--- config.mk ---
export PLATFORM = sky130hd
export DESIGN_NAME = ecc_123_rd_err_mon
export DESIGN_NICKNAME = d
export VERILOG_FILES = /design/src/rtl/ecc_err_pkg.sv /design/src/rtl/ecc_sat_cnt.sv /design/src/rtl/ecc_123_rd_err_mon.sv
export SDC_FILE = /design/constraint.sdc
export NUM_CORES = 1
export LEC_CHECK = 0
export BUFFER_PORTS_ARGS = -buffer_cell sky130_fd_sc_hd__buf_4
export CAP_MARGIN = 20
export CORE_AREA = 2 2 126 128
export CTS_BUF_LIST = sky130_fd_sc_hd__clkbuf_4 sky130_fd_sc_hd__clkbuf_8 sky130_fd_sc_hd__clkbuf_16
export DETAILED_ROUTE_END_ITERATION = 10
export DIE_AREA = 0 0 128 130
export GPL_TIMING_DRIVEN = 0
export PLACE_DENSITY = 0.84
export SKIP_CTS_REPAIR_TIMING = 1
export SYNTH_ARGS = -nofsm -noshare
export SYNTH_HDL_FRONTEND = slang
export SYNTH_HIERARCHICAL = 1
export SYNTH_SLANG_ARGS = --single-unit
--- constraint.sdc ---
create_clock -name clk -period 5.1 [get_ports clk]
set_input_delay 0 -clock clk [delete_from_list [all_inputs] [get_ports clk]]
set_output_delay 0 -clock clk [all_outputs]
set_load 0.01 [all_outputs]
--- src/rtl/ecc_err_pkg.sv ---
// Shared error-type encoding and capture priority for the ECC read-side error monitor.
package ecc_err_pkg;

   localparam logic [1:0] ERR_NONE  = 2'd0;
   localparam logic [1:0] ERR_SBIT  = 2'd1;
   localparam logic [1:0] ERR_DBIT  = 2'd2;
   localparam logic [1:0] ERR_FAULT = 2'd3;

   // Most severe flag wins: decoder fault, then double-bit, then single-bit.
   function automatic logic [1:0] err_prio(input logic sbit, input logic dbit, input logic fault);
      logic [1:0] t;
      t = ERR_NONE;
      if (fault)
         t = ERR_FAULT;
      else if (dbit)
         t = ERR_DBIT;
      else if (sbit)
         t = ERR_SBIT;
      return t;
   endfunction

endpackage

--- src/rtl/ecc_sat_cnt.sv ---
// Saturating event counter; a clear in the same cycle as an increment yields a count of one.
module ecc_sat_cnt #(
   parameter int CNT_WIDTH = 16
) (
   input  logic                 clk,
   input  logic                 rst_n,
   input  logic                 inc,
   input  logic                 clr,
   output logic [CNT_WIDTH-1:0] cnt
);

   localparam logic [CNT_WIDTH-1:0] CNT_MAX = '1;

   logic [CNT_WIDTH-1:0] cnt_reg;
   logic [CNT_WIDTH-1:0] cnt_next;

   always_comb begin
      cnt_next = cnt_reg;
      if (clr)
         cnt_next = '0;
      if (inc && (cnt_next != CNT_MAX))
         cnt_next = cnt_next + CNT_WIDTH'(1);
   end

   always_ff @(posedge clk) begin
      if (!rst_n)
         cnt_reg <= '0;
      else
         cnt_reg <= cnt_next;
   end

   assign cnt = cnt_reg;

endmodule

--- src/rtl/ecc_123_rd_err_mon.sv ---
// Read-side ECC error monitor: one-deep output slot with poison tagging, saturating
// error counters, first-error capture and a level interrupt while an error is pending.
module ecc_123_rd_err_mon
   import ecc_err_pkg::*;
#(
   parameter int DATA_WIDTH = 123,
   parameter int ADDR_WIDTH = 8,
   parameter int CNT_WIDTH  = 16
) (
   input  logic                  clk,
   input  logic                  rst_n,
   input  logic                  in_vld,
   output logic                  in_ready,
   input  logic [ADDR_WIDTH-1:0] in_addr,
   input  logic [DATA_WIDTH-1:0] in_data,
   input  logic                  in_sbit_err,
   input  logic                  in_dbit_err,
   input  logic                  in_ecc_fault,
   output logic                  out_vld,
   input  logic                  out_ready,
   output logic [DATA_WIDTH-1:0] out_data,
   output logic                  out_poison,
   output logic [CNT_WIDTH-1:0]  sbit_cnt,
   output logic [CNT_WIDTH-1:0]  dbit_cnt,
   output logic [CNT_WIDTH-1:0]  fault_cnt,
   output logic                  err_pend,
   output logic [ADDR_WIDTH-1:0] err_addr,
   output logic [1:0]            err_type,
   input  logic                  err_clr,
   input  logic                  irq_en,
   output logic                  err_irq
);

   logic                  out_vld_reg;
   logic [DATA_WIDTH-1:0] out_data_reg;
   logic                  out_poison_reg;
   logic                  err_pend_reg, err_pend_next;
   logic [ADDR_WIDTH-1:0] err_addr_reg, err_addr_next;
   logic [1:0]            err_type_reg, err_type_next;
   logic                  err_irq_reg;

   logic                  accept;
   logic [2:0]            flag_vec;
   logic [CNT_WIDTH-1:0]  cnt_vec [3];

   assign in_ready = ~out_vld_reg | out_ready;
   assign accept   = in_vld & in_ready;
   assign flag_vec = {in_ecc_fault, in_dbit_err, in_sbit_err};

   always_ff @(posedge clk) begin
      if (!rst_n) begin
         out_vld_reg    <= 1'b0;
         out_data_reg   <= '0;
         out_poison_reg <= 1'b0;
      end else if (accept) begin
         out_vld_reg    <= 1'b1;
         out_data_reg   <= in_data;
         out_poison_reg <= in_dbit_err | in_ecc_fault;
      end else if (out_ready) begin
         out_vld_reg    <= 1'b0;
      end
   end

   // Counter index order matches flag_vec: 0 sbit, 1 dbit, 2 fault.
   for (genvar gi = 0; gi < 3; gi++) begin : g_cnt
      ecc_sat_cnt #(
         .CNT_WIDTH(CNT_WIDTH)
      ) u_cnt (
         .clk   (clk),
         .rst_n (rst_n),
         .inc   (accept & flag_vec[gi]),
         .clr   (err_clr),
         .cnt   (cnt_vec[gi])
      );
   end

   // Clear is applied first so a same-cycle error beat re-arms the capture.
   always_comb begin
      err_pend_next = err_pend_reg;
      err_addr_next = err_addr_reg;
      err_type_next = err_type_reg;
      if (err_clr) begin
         err_pend_next = 1'b0;
         err_type_next = ERR_NONE;
      end
      if (accept && (|flag_vec) && !err_pend_next) begin
         err_pend_next = 1'b1;
         err_addr_next = in_addr;
         err_type_next = err_prio(in_sbit_err, in_dbit_err, in_ecc_fault);
      end
   end

   always_ff @(posedge clk) begin
      if (!rst_n) begin
         err_pend_reg <= 1'b0;
         err_addr_reg <= '0;
         err_type_reg <= ERR_NONE;
         err_irq_reg  <= 1'b0;
      end else begin
         err_pend_reg <= err_pend_next;
         err_addr_reg <= err_addr_next;
         err_type_reg <= err_type_next;
         err_irq_reg  <= err_pend_next & irq_en;
      end
   end

   assign out_vld    = out_vld_reg;
   assign out_data   = out_data_reg;
   assign out_poison = out_poison_reg;
   assign sbit_cnt   = cnt_vec[0];
   assign dbit_cnt   = cnt_vec[1];
   assign fault_cnt  = cnt_vec[2];
   assign err_pend   = err_pend_reg;
   assign err_addr   = err_addr_reg;
   assign err_type   = err_type_reg;
   assign err_irq    = err_irq_reg;

endmodule

==> out/qor.log <==
[logic_synthesis] async set-reset flop share out of synthesis 0%
[power_and_ir_drop] power consumption 3.45 mW
[finish] fill cell total of the finished layout 917
[finish] final core occ 80.4%
[routing] DRC viols 0
[timing] Setup WS post-layout 2380 ps
[grt] number of global-route vias before repair 7718
[routing] number of DRC violations after detailed-routing iteration 0 1037
[clocking] insertion delay of the later-clocked pin in the worst-skew pair 430 ps
[run_status] violations in the final reports negative hold slack
[finish] layout cells sized above 1 29.6%
[floorplan] Die Y 130 um
[finish] most frequent cells in the layout 328 x sky130_fd_sc_hd__buf_4, 185 x sky130_fd_sc_hd__dfxtp_1, 154 x sky130_fd_sc_hd__a21oi_1
[grt] pin count of the biggest net entering global routing 17
[logic_synthesis] post-synthesis cell count 925
[run_status] run status finished with violations
[job] max-capacitance violation count 0
[routing] number of vias after detailed routing 9996
[placement] Post-Place Worst Slack 2400 ps
[setup_path] origin of the critical flop-to-flop path out_vld$_SDFFE_PN0P_
[timing] RSZ-0062 raised after global routing no
[clocking] cts bufs inserted 17
[grt] overflow left after global routing 0
[routing] Detailed Route WL 32900 um
[timing] number of endpoints with negative hold slack in the final report 2
[timing] final number of setup-violating endpoints 0
[timing] Worst slew margin 45.2%
[setup_path] cells on worst reg2reg path 9
[floorplan] number of placement rows 46
[routing] post-route antenna net violation count 0
[setup_path] launching instance or port of the critical path out_vld$_SDFFE_PN0P_
[floorplan] starting density of the core 50.4%
[finish] area growth from synthesis to final layout 59.5%
[timing] Max Clock Freq 367 MHz
[setup_path] Worst Setup End Kind register
[finish] max reg flops 123
[routing] total met2 wirelength after detailed routing 15500 um
[logic_synthesis] mean area per synthesized cell 8.41 um^2
[logic_synthesis] share of the yosys chip area belonging to registers 47.6%
[clocking] Sinks on Clock Net 185
[clocking] maximum clock insertion buffer count 2
[clocking] depth of the CTS H-tree 4
[timing] final hold slack -6.45 ps
[power_and_ir_drop] relative contribution of the clock network to total power 38.4%
[worst_hold_path] HP Class input port to register
[power_and_ir_drop] Leak Pwr 5.25 nW
[power_and_ir_drop] switching power summed over all nets 0.890 mW
[setup_path] reg-to-reg slack, setup 2380 ps
[timing] final critical-path required period 2720 ps
[logic_synthesis] netlist area before placement 7770 um^2
[logic_synthesis] primary flip-flop cell chosen by synthesis mapping sky130_fd_sc_hd__dfxtp_1
[setup_path] critical path launch point type register
[logic_synthesis] Netlist cell types 47
[clocking] Clock Tree Root sky130_fd_sc_hd__clkbuf_16
[power_and_ir_drop] fraction of power consumed by combinational cells 16.6%
[power_and_ir_drop] sequential share of power 45.0%
[routing] met1 wire length 11700 um
[grt] initial antenna violation count 3
[logic_synthesis] Yosys warning total 6
[finish] commonest non-fill, non-tap cell in the layout sky130_fd_sc_hd__buf_4
[placement] post-detail-place hpwl 19700 um
[power_and_ir_drop] Power Internal 2.56 mW
[grt] gr usage total 30.1%
[setup_path] type of the setup path with the least slack register to register
[routing] top routing layer in use met4
[power_and_ir_drop] switching fraction of total power 25.8%
[logic_synthesis] flops & latches, synth 185
[logic_synthesis] number of synthesized flops with an enable pin 0
[clocking] clock transition at the registers of the reported paths 60 ps
[logic_synthesis] net count after synthesis 1065
[timing] Post-Route Skew 11.3 ps
[timing] final setup TNS 0 ps
[setup_path] critical path required time 5420 ps
[timing] max-slew violation count 0
[finish] number of nets at the end of the flow 1545
[timing] final cycle utilization of the critical path 53.4%
[routing] routed vias/inst 6.20
[grt] global-route wire length before repair 39500 um
[setup_path] worst setup path endpoint g_cnt[1].u_cnt/cnt[10]$_SDFF_PN0_
[routing] average routed wire per standard cell 20.4 um
[power_and_ir_drop] power per unit of standard cell area 278 nW/um^2
[setup_path] Arr. time, crit path 3040 ps
[power_and_ir_drop] Max VDD drop 0.240 mV
[placement] number of input and output port buffers inserted 325
[timing] Least-Margin Pin Slew 815 ps
[floorplan] horizontal die dimension 128 um
[floorplan] Die Area 16600 um^2
[routing] first-pass iteration count of the detailed router 6
[routing] amount of wire on met3 after detailed routing 3100 um
[clocking] clock tree from TritonCTS built
[setup_path] crit-path max FO 10
[placement] RD Place Congestion 0.895
[floorplan] CORE AREA 15400 um^2
[floorplan] I/O pin count 326
[setup_path] Reg-to-Reg End g_cnt[1].u_cnt/cnt[10]$_SDFF_PN0_
==> final cells by class <==
cell class | instances | area [um^2] | share of cell area, %
antenna | 3 | 7.51 | 0.0605
timing repair buffer | 461 | 3800 | 30.6
inverter | 23 | 86.3 | 0.696
sequential | 185 | 3700 | 29.9
tap | 192 | 240 | 1.94
clock buffer | 23 | 483 | 3.89
multi-input combinational | 639 | 3630 | 29.2
clock inverter | 8 | 96.3 | 0.777
buffer | 78 | 359 | 2.90
==> cell usage after synthesis, drive strengths merged (10+ instances only) <==
master  count  area, um^2
dfxtp     185        3700
a21oi     154         771
nand3     139         696
o21ai     132         661
clkbuf     47         180
nand2      34         128
buf        31         179
inv        23        86.3
nor2       19        71.3
nor3       19        95.1
or3        19         139
mux2i      11         110
a211oi     10        75.1
==> worst min path at each step <==
stage | slack (ps) | start | to | cells past startpoint
final | -6 | err_clr | err_type[1]$_SDFFE_PN0P_ | 3
after global routing | 20 | err_clr | err_type[1]$_SDFFE_PN0P_ | 3
after CTS | -190 | irq_en | err_irq$_SDFF_PN0_ | 3
after detailed placement | 250 | irq_en | err_irq$_SDFF_PN0_ | 3
after global placement | 250 | irq_en | err_irq$_SDFF_PN0_ | 3
after floorplan | 120 | irq_en | err_irq$_SDFF_PN0_ | 2
==> stage by stage <==
stage	cell area, um^2	std cells
final	12400	1612
after global routing	12400	1612
after CTS	11000	1473
after detailed placement	10500	1442
after global placement	10500	1442
after floorplan	7770	925
==> per-layer routing <==
metal	track usage, %	up-vias
li1	-	4341
met1	34.1	4707
met2	50.9	723
met3	10.8	225
met4	14.0	0
met5	0	-
==> power groups by stage <==
stage | Clock, mW | Combinational, mW | Sequential [mW]
3_3_place_gp | 0 | 0.441 | 1.57
3_5_place_dp | 0 | 0.447 | 1.58
2_1_floorplan | 0 | 0.165 | 1.60
4_1_cts | 1.32 | 0.448 | 1.54
6_report | 1.33 | 0.573 | 1.55
5_1_grt | 1.38 | 0.599 | 1.56
==> critical path, stage by stage, from the launching register on <==
cell and delay (ps):
sky130_fd_sc_hd__dfxtp_1 310, sky130_fd_sc_hd__nor2b_1 120, sky130_fd_sc_hd__buf_4 180, sky130_fd_sc_hd__clkbuf_1 220
sky130_fd_sc_hd__nor3_1 540, sky130_fd_sc_hd__nand4b_2 220, sky130_fd_sc_hd__or3_1 370, sky130_fd_sc_hd__clkbuf_2 160
sky130_fd_sc_hd__or3_1 370, sky130_fd_sc_hd__o2111a_1 140
==> kinds of logic after synthesis <==
| logic type | Yosys count | share of synthesized area [%] |
|---|---|---|
| AO/OA/AOI/OAI | 329 | 22.8 |
| AND/OR/NAND/NOR | 299 | 22.5 |
| buffers and inverters | 101 | 5.73 |
| multiplexers | 11 | 1.42 |
| flip-flops | 185 | 47.6 |
Power figures use the tool's default switching activity.
